**config.mk**
```make
export PLATFORM = sky130hd
export DESIGN_NAME = ixc_skid_slice
export DESIGN_NICKNAME = d
export VERILOG_FILES = /design/src/rtl/ixc_skid_pkg.sv /design/src/rtl/ixc_sat_counter.sv /design/src/rtl/ixc_skid_slice.sv
export SDC_FILE = /design/constraint.sdc
export NUM_CORES = 1
export LEC_CHECK = 0
export CORE_MARGIN = 4
export CORE_UTILIZATION = 35
export DETAILED_ROUTE_END_ITERATION = 10
export PLACE_DENSITY = 0.66
export RECOVER_POWER = 25
export SYNTH_ARGS = -nofsm -noshare
export SYNTH_HDL_FRONTEND = slang
export SYNTH_SLANG_ARGS = --single-unit
```
**constraint.sdc**
```tcl
create_clock -name clk -period 3.1 [get_ports clk]
set_input_delay 0.465 -clock clk [delete_from_list [all_inputs] [get_ports clk]]
set_output_delay 0.465 -clock clk [all_outputs]
set_load 0.1 [all_outputs]
```
**src/rtl/ixc_skid_pkg.sv**
```systemverilog
// Shared types and widths for the emulation-bus skid slice.
// The state encoding is also visible to anything probing the slice for debug.
package ixc_skid_pkg;

  localparam int IXC_BUS_W = 106;

  typedef enum logic [1:0] {
    SK_EMPTY,
    SK_BUSY,
    SK_FULL
  } sk_state_t;

endpackage

```
**src/rtl/ixc_sat_counter.sv**
```systemverilog
// Saturating event counter with a sticky all-ones flag; clear beats increment.
// Latency: cnt/ovf update on the edge after inc/clr; no backpressure.
module ixc_sat_counter
  import ixc_skid_pkg::*;
#(
  parameter int CNT_W = 16
) (
  input  logic             clk,
  input  logic             rst,
  input  logic             inc,
  input  logic             clr,
  output logic [CNT_W-1:0] cnt,
  output logic             ovf
);

  localparam logic [CNT_W-1:0] CNT_MAX = '1;

  logic [CNT_W-1:0] cnt_q;
  logic [CNT_W-1:0] cnt_d;
  logic             ovf_q;
  logic             ovf_d;

  always_comb begin
    cnt_d = cnt_q;
    ovf_d = ovf_q;
    if (clr) begin
      cnt_d = '0;
      ovf_d = 1'b0;
    end else if (inc && (cnt_q != CNT_MAX)) begin
      cnt_d = cnt_q + 1'b1;
      if (cnt_d == CNT_MAX) begin
        ovf_d = 1'b1;
      end
    end
  end

  always_ff @(posedge clk) begin
    if (rst) begin
      cnt_q <= '0;
      ovf_q <= 1'b0;
    end else begin
      cnt_q <= cnt_d;
      ovf_q <= ovf_d;
    end
  end

  assign cnt = cnt_q;
  assign ovf = ovf_q;

endmodule

```
**src/rtl/ixc_skid_slice.sv**
```systemverilog
// Two-entry registered valid/ready slice: 1-cycle latency, 1 beat/cycle.
// in_ready is a flop, so a stalled beat lands in skid_q instead of being lost.
module ixc_skid_slice
  import ixc_skid_pkg::*;
#(
  parameter int WIDTH = IXC_BUS_W,
  parameter int CNT_W = 16
) (
  input  logic             clk,
  input  logic             rst,
  input  logic             in_valid,
  output logic             in_ready,
  input  logic [WIDTH-1:0] in_data,
  output logic             out_valid,
  input  logic             out_ready,
  output logic [WIDTH-1:0] out_data,
  input  logic             stall_clr,
  output logic [CNT_W-1:0] stall_cnt,
  output logic             ovf
);

  sk_state_t        state_q;
  sk_state_t        state_d;
  logic [WIDTH-1:0] main_q;
  logic [WIDTH-1:0] skid_q;
  logic             in_ready_q;
  logic             in_xfer;
  logic             out_xfer;
  logic             load_main;
  logic             load_skid;
  logic             main_from_skid;

  assign out_valid = (state_q != SK_EMPTY);
  assign in_ready  = in_ready_q;
  assign out_data  = main_q;
  assign in_xfer   = in_valid & in_ready_q;
  assign out_xfer  = out_valid & out_ready;

  always_comb begin
    state_d        = state_q;
    load_main      = 1'b0;
    load_skid      = 1'b0;
    main_from_skid = 1'b0;
    case (state_q)
      SK_EMPTY: begin
        if (in_xfer) begin
          state_d   = SK_BUSY;
          load_main = 1'b1;
        end
      end
      SK_BUSY: begin
        if (in_xfer && out_xfer) begin
          load_main = 1'b1;
        end else if (in_xfer) begin
          // Downstream stalled while ready was already promised upstream.
          state_d   = SK_FULL;
          load_skid = 1'b1;
        end else if (out_xfer) begin
          state_d = SK_EMPTY;
        end
      end
      SK_FULL: begin
        if (out_xfer) begin
          state_d        = SK_BUSY;
          load_main      = 1'b1;
          main_from_skid = 1'b1;
        end
      end
      default: state_d = SK_EMPTY;
    endcase
  end

  always_ff @(posedge clk) begin
    if (rst) begin
      state_q    <= SK_EMPTY;
      in_ready_q <= 1'b0;
      main_q     <= '0;
      skid_q     <= '0;
    end else begin
      state_q    <= state_d;
      in_ready_q <= (state_d != SK_FULL);
      if (load_main) begin
        main_q <= main_from_skid ? skid_q : in_data;
      end
      if (load_skid) begin
        skid_q <= in_data;
      end
    end
  end

  ixc_sat_counter #(
    .CNT_W(CNT_W)
  ) u_stall_cnt (
    .clk(clk),
    .rst(rst),
    .inc(out_valid & ~out_ready),
    .clr(stall_clr),
    .cnt(stall_cnt),
    .ovf(ovf)
  );

  a_full_from_busy: assert property (@(posedge clk) disable iff (rst)
    (state_d == SK_FULL && state_q != SK_FULL) |-> (state_q == SK_BUSY));

  a_hold_stable: assert property (@(posedge clk) disable iff (rst)
    (out_valid && !out_ready) |=> (out_valid && $stable(out_data)));

endmodule

```
After elaboration in Yosys (flattened, before gate mapping)
Index checks and enable logic that the tools add are counted.
{"block": "word_totals", "register_bits": 232, "latchBits": 0, "ramBits": 0, "rom_bits": 0, "in_bits": 111, "out_inout_bits": 125, "elab_cells": 36, "mem_count": 0}
{"block": "classes", "addsub": 1, "multipliers": 0, "div": 0, "n_lt_le_gt_ge": 0, "eq_ne": 5, "shifts": 0, "mux": 14, "bitwise": 4, "reduce_logical": 6}
{"cell": "$mux W106", "count": 1}
{"cell": "$add A16 B1 Y16 const B", "count": 1}
{"cell": "$eq A16 B16 Y1 const B", "count": 1}
{"cell": "$ne A16 B16 Y1 const B", "count": 1}
{"cell": "$mux W2", "count": 5}
{"cell": "$mux W1", "count": 6}
{"cell": "$pmux W2 S3", "count": 1}
{"cell": "$and A1 B1 Y1", "count": 3}
{"cell": "$pmux W1 S3", "count": 1}
{"cell": "$eq A2 B1 Y1 const B", "count": 1}
{"cell": "$eq A2 B2 Y1 const B", "count": 1}
{"cell": "$logic_and A1 B1 Y1", "count": 2}
{"cell": "$logic_not A2 Y1", "count": 1}
{"cell": "$ne A2 B2 Y1 const B", "count": 1}
{"cell": "$reduce_and A2 Y1", "count": 1}
{"cell": "$reduce_bool A2 Y1", "count": 1}
{"cell": "$reduce_or A2 Y1", "count": 1}
{"cell": "$not A1 Y1", "count": 1}

Depth between registers and ports, before layout
{"block": "logic_depth", "depth_word": 7, "mapped_depth": 8, "ltp_nobuf": 6}

Cells and area by module
From an unflattened synthesis, not the netlist that was laid out.
{"block": "hier_totals", "cells_unflattened": 1201, "area_unflattened_um2": 9332.7}
{"module": "ixc_skid_slice", "n_inst": 1, "cells_per_inst": 1069, "area_per_inst_um2": 8262.9, "seq_area_each_um2": 4304.1}
{"module": "ixc_sat_counter", "n_inst": 1, "cells_per_inst": 132, "area_per_inst_um2": 1069.8, "seq_area_each_um2": 340.3}

Worst setup path after synthesis
OpenSTA, ideal clock, no wires.
{"block": "synth_timing", "path_kind": "reg-to-reg", "from": "reg u_stall_cnt.cnt_q[0], in the netlist u_stall_cnt.cnt[0]", "to": "reg u_stall_cnt.cnt_q[10], in the netlist u_stall_cnt.cnt[10]", "setup_time_ps": 64, "arrival_time_ps": 2509, "t_required_ps": 3036, "slack_ps": 527, "path_stages_with_launch": 8, "n_path_buf": 1, "synth_period_minus_slack_ps": 2573, "cell_sequence": "dfxtp_1 > ha_1 > buf_2 > nand3_1 > nor2_1 > a21oi_1 > a31o_2 > nand2_1"}
{"block": "synth_via", "elab_chain_len": 2, "word_cells_on_any_way": 3, "classes_between": "add/sub: 1; eq/ne: 1; reduce/logical: 1"}
{"item": "start: declaration", "line": "ixc_sat_counter.sv:18", "rtl": "logic [CNT_W-1:0] cnt_q;"}
{"item": "start signal: assignment", "line": "ixc_sat_counter.sv:42", "rtl": "cnt_q <= cnt_d;"}
{"item": "branches (longest 2 deep; another with $add A16 B1 Y16)"}
Parallel ways; which one is timed is not known.
A chain may end at the register's enable or synchronous reset.

Worst setup path after layout
{"block": "layout_timing", "from": "in rst", "to": "reg skid_q[82]"}
{"item": "start: declaration", "line": "ixc_skid_slice.sv:10", "rtl": "input logic rst,"}
{"item": "end signal: assignment", "line": "ixc_skid_slice.sv:86", "rtl": "skid_q <= in_data;"}
{"item": "end: declaration", "line": "ixc_skid_slice.sv:25", "rtl": "logic [WIDTH-1:0] skid_q;"}
No word-level cell between the ends.

==> impl_results.md <==
- Outcome: finished, final reports clean
- Non-filler cells, final: 1,624
- Final ANT Viol Nets: 0
- LEAKAGE: slightly below 5 nW
- Storage element area: 4640 sq um
- Die Area: between 20,000 and 30,000 sq um
- Clock Path Buffers: 3
- Hold_buf cts: 0
- WL final: approximately 25 mm
- Mean Syn Cell Area: around 8.7 sq um
- Post-synth ARST share: 0%
- Fmax: around 430 MHz
- Skew final: approximately 0.0093 ns
- Drt pass-1 iters: 6
- Rel. slew slack: under 10%
- Vias in the first global route: 7,492
- Setup repair bufs after CTS: 0
- Routed met1 length: between 10 and 15 mm
- Power Dens Cells: ~640 nW/um^2
- Root Buffer: clkbuf_16
- Drt initial violations: about 300
- Synthesized area: 9420 sq um
- Wirelength per Cell: about 16 microns
- EDFF count, synth: 0
- Hold crit path type: flip-flop to flip-flop
- Mapped Cells: between 1,000 and 1,500
- Fill count: 2,633
- Fraction of layout cells with a size suffix above 1: roughly 8.3%
- WL met2: approximately 12 mm
- CP bufs+invs: 2
- Num CTS Buffers: 26
- Post-CTS sizing: 0
- CP max stage cell: clkbuf_2
- CTS HTree Levels: 1
- Max-slew violation count: 0
- CP Cell Sequence: clkbuf_4 > clkbuf_2 > a21oi_1
- Worst hold margin: 0.452 ns
- Crit-path leading delay family: buffers and inverters
- Critical path arrival: 2.65 ns
- DRC Markers: 0
- CP Depth: 3
- Initial antenna violation count: 0
- First-pass GRT wire length: approximately 40 mm
- Area occupied by multi-input gates: about 4400 sq um
- Die height: 172 microns
- Num rows: 59
- Final hold vios: 0
- GP Congestion: 0.866
- Final critical-path required period: between 2 and 2.5 ns
- Startpoint types: input port
- HPWL after detailed placement: approximately 16 mm
- Worst Hold End: skid_q[15]
- Syn nets: 1,196
- Sequential cell area fraction in the yosys report: slightly below 50%
- Total gr overflow: 0
- Yosys cell types: 43
- R2R setup slack: 0.97 ns
- Synth warn: 0
- DR WL met3: ~1.3 mm
- CP max FO: 93
- HP Start: skid_q[15]
- Crit path kind: input port to flip-flop
- Initial Util: a little over a third
- Launch point of the worst reg-to-reg path: u_stall_cnt.cnt[1]
- DR top layer: met4
- I/O pins: between 200 and 250
- Worst Hold Depth: 2
- Post-DR vias/cell: just under 5
- CTS tree: built
- Total global-route track usage: around 16%
- Max IR drop VDD: between 0.0003 and 0.0004 V
- Number of cells on the worst reg-to-reg path: 6
- Top FF cell, synth: dfxtp_1
- Fin crit share: 74.7%
- Clock Latency Late Sink: 0.52 ns
- Cell Count Post-Placement: 1,576
- Total core area: ~26,000 sq um
- Worst slew pin tran: roughly 1.5 ns
- Register bit total from synthesis: about 230
- Die width: about 170 microns
- Final setup TNS: 0 ns
- PortBufs: 235
- Total power: about 7.8 mW
- MaxCap Viol Count: 0
- RSZ-0062 raised after global routing: no
- Vias: ~8,100
- Antenna diodes: 0
- Setup-failing EPs final: 0
- Synth-to-Final Area Change: 30.0%
- Worst Path Required: about 3.4 ns
- Final #Nets: roughly 1,400
- Worst-path clk slew: about 0.06 ns
- CP Capture Type: flip-flop
- Largest net degree at the start of global routing: roughly 120
- Slowest cell delay on critical path: 1.20 ns
- Clk sinks: 232
- Reg2reg end: u_stall_cnt.cnt[15]
==> worst min-delay path, delay by kind of cell, from the launching register on <==
| kind | cells | cell delay (ns) |
|---|---|---|
| DFF | 1 | 0.30 |
| and+or+nand+nor | 1 | 0.05 |
| AOI/OAI and AO/OA | 1 | 0.05 |
==> sequential cells by signal (all words and copies together) (netlist names) <==
| name | cells |
|---|---|
| skid_q | 106 |
| u_stall_cnt.ovf | 1 |
| state_q | 2 |
| u_stall_cnt.cnt | 16 |
| out_data | 106 |
| in_ready | 1 |
==> kinds of logic (layout without fill, tap and decap cells) <==
| group | after synthesis | after routing | share of synthesized area [%] |
|---|---|---|---|
| simple gates | 397 | 397 | 17.3 |
| mux | 108 | 108 | 11.5 |
| flops | 232 | 232 | 49.3 |
| buf+inv | 93 | 299 | 4.30 |
| xor+xnor | 14 | 14 | 1.30 |
| compound gates | 237 | 237 | 16.0 |
| fa+ha+maj | 2 | 2 | 0.266 |
==> cell type report <==
| cell class | instances | share of cell area [%] |
|---|---|---|
| clock inverters | 8 | 0.807 |
| multi-input cells | 758 | 35.8 |
| repair buffers | 246 | 15.3 |
| well taps | 335 | 3.42 |
| flip-flops and latches | 232 | 37.9 |
| clock buffers | 40 | 6.57 |
| inverters | 5 | 0.153 |
==> layout by cell type (no fill, tap or decap), drive strengths merged, types with 7 or more instances in the layout <==
master	count
a21oi	112
nand2	226
clkdlybuf4s50	109
mux2i	108
nor2	128
xnor2	12
clkbuf	128
a211oi	114
dfxtp	232
nand4	7
buf	49
==> synthesized netlist by cell type (4+ instances only) <==
master      n  area share [%]
inv_1       5            0.20
nand2_1   226             9.0
buf_2      36             1.9
a211oi_1  114             9.1
nor3_1      5            0.27
xnor2_1    12             1.1
a21oi_1   112             6.0
mux2i_1   108              11
dfxtp_1   232              49
nand3_1     5            0.27
nand4_1     6            0.40
nand4b_1    4            0.37
nor2_1    128             5.1
clkbuf_1   49             2.0
==> stage by stage <==
step / utilization [%] / area [sq um] / setup WS [ns]
global route: 46.6 / 12200 / 0.528
finish: 46.6 / 12200 / 0.783
CTS: 47.8 / 12600 / 1.01
floorplan: - / 9420 / 0.527
global placement: 44.4 / 11700 / 0.646
detailed placement: 44.4 / 11700 / 0.588
==> worst max path at each step <==
stage | slack (ns) | endpoint | from
2_1_floorplan | 0.53 | u_stall_cnt.cnt[10] | u_stall_cnt.cnt[0]
4_1_cts | 1.01 | u_stall_cnt.cnt[15] | u_stall_cnt.cnt[1]
5_1_grt | 0.53 | out_data[76] | rst
3_3_place_gp | 0.65 | u_stall_cnt.cnt[13] | out_ready
3_5_place_dp | 0.59 | out_data[16] | out_ready
6_report | 0.78 | skid_q[82] | rst
==> metal layers <==
metal / GRT usage (%) / vias up
li1: - / 4125
met1: 21.5 / 3731
met2: 26.9 / 187
met3: 2.93 / 34
met4: 4.14 / 0
met5: 0 / -
==> power by group <==
part           internal, mW  switching, mW  total (mW)  leakage (nW)
Clock                  1.95           1.22        3.17         0.446
Sequential             3.11         0.0731        3.18          1.89
Combinational         0.319           1.12        1.43          2.60
Total                  5.38           2.41        7.79          4.93
Note: power is estimated with default switching activity, not from simulation.
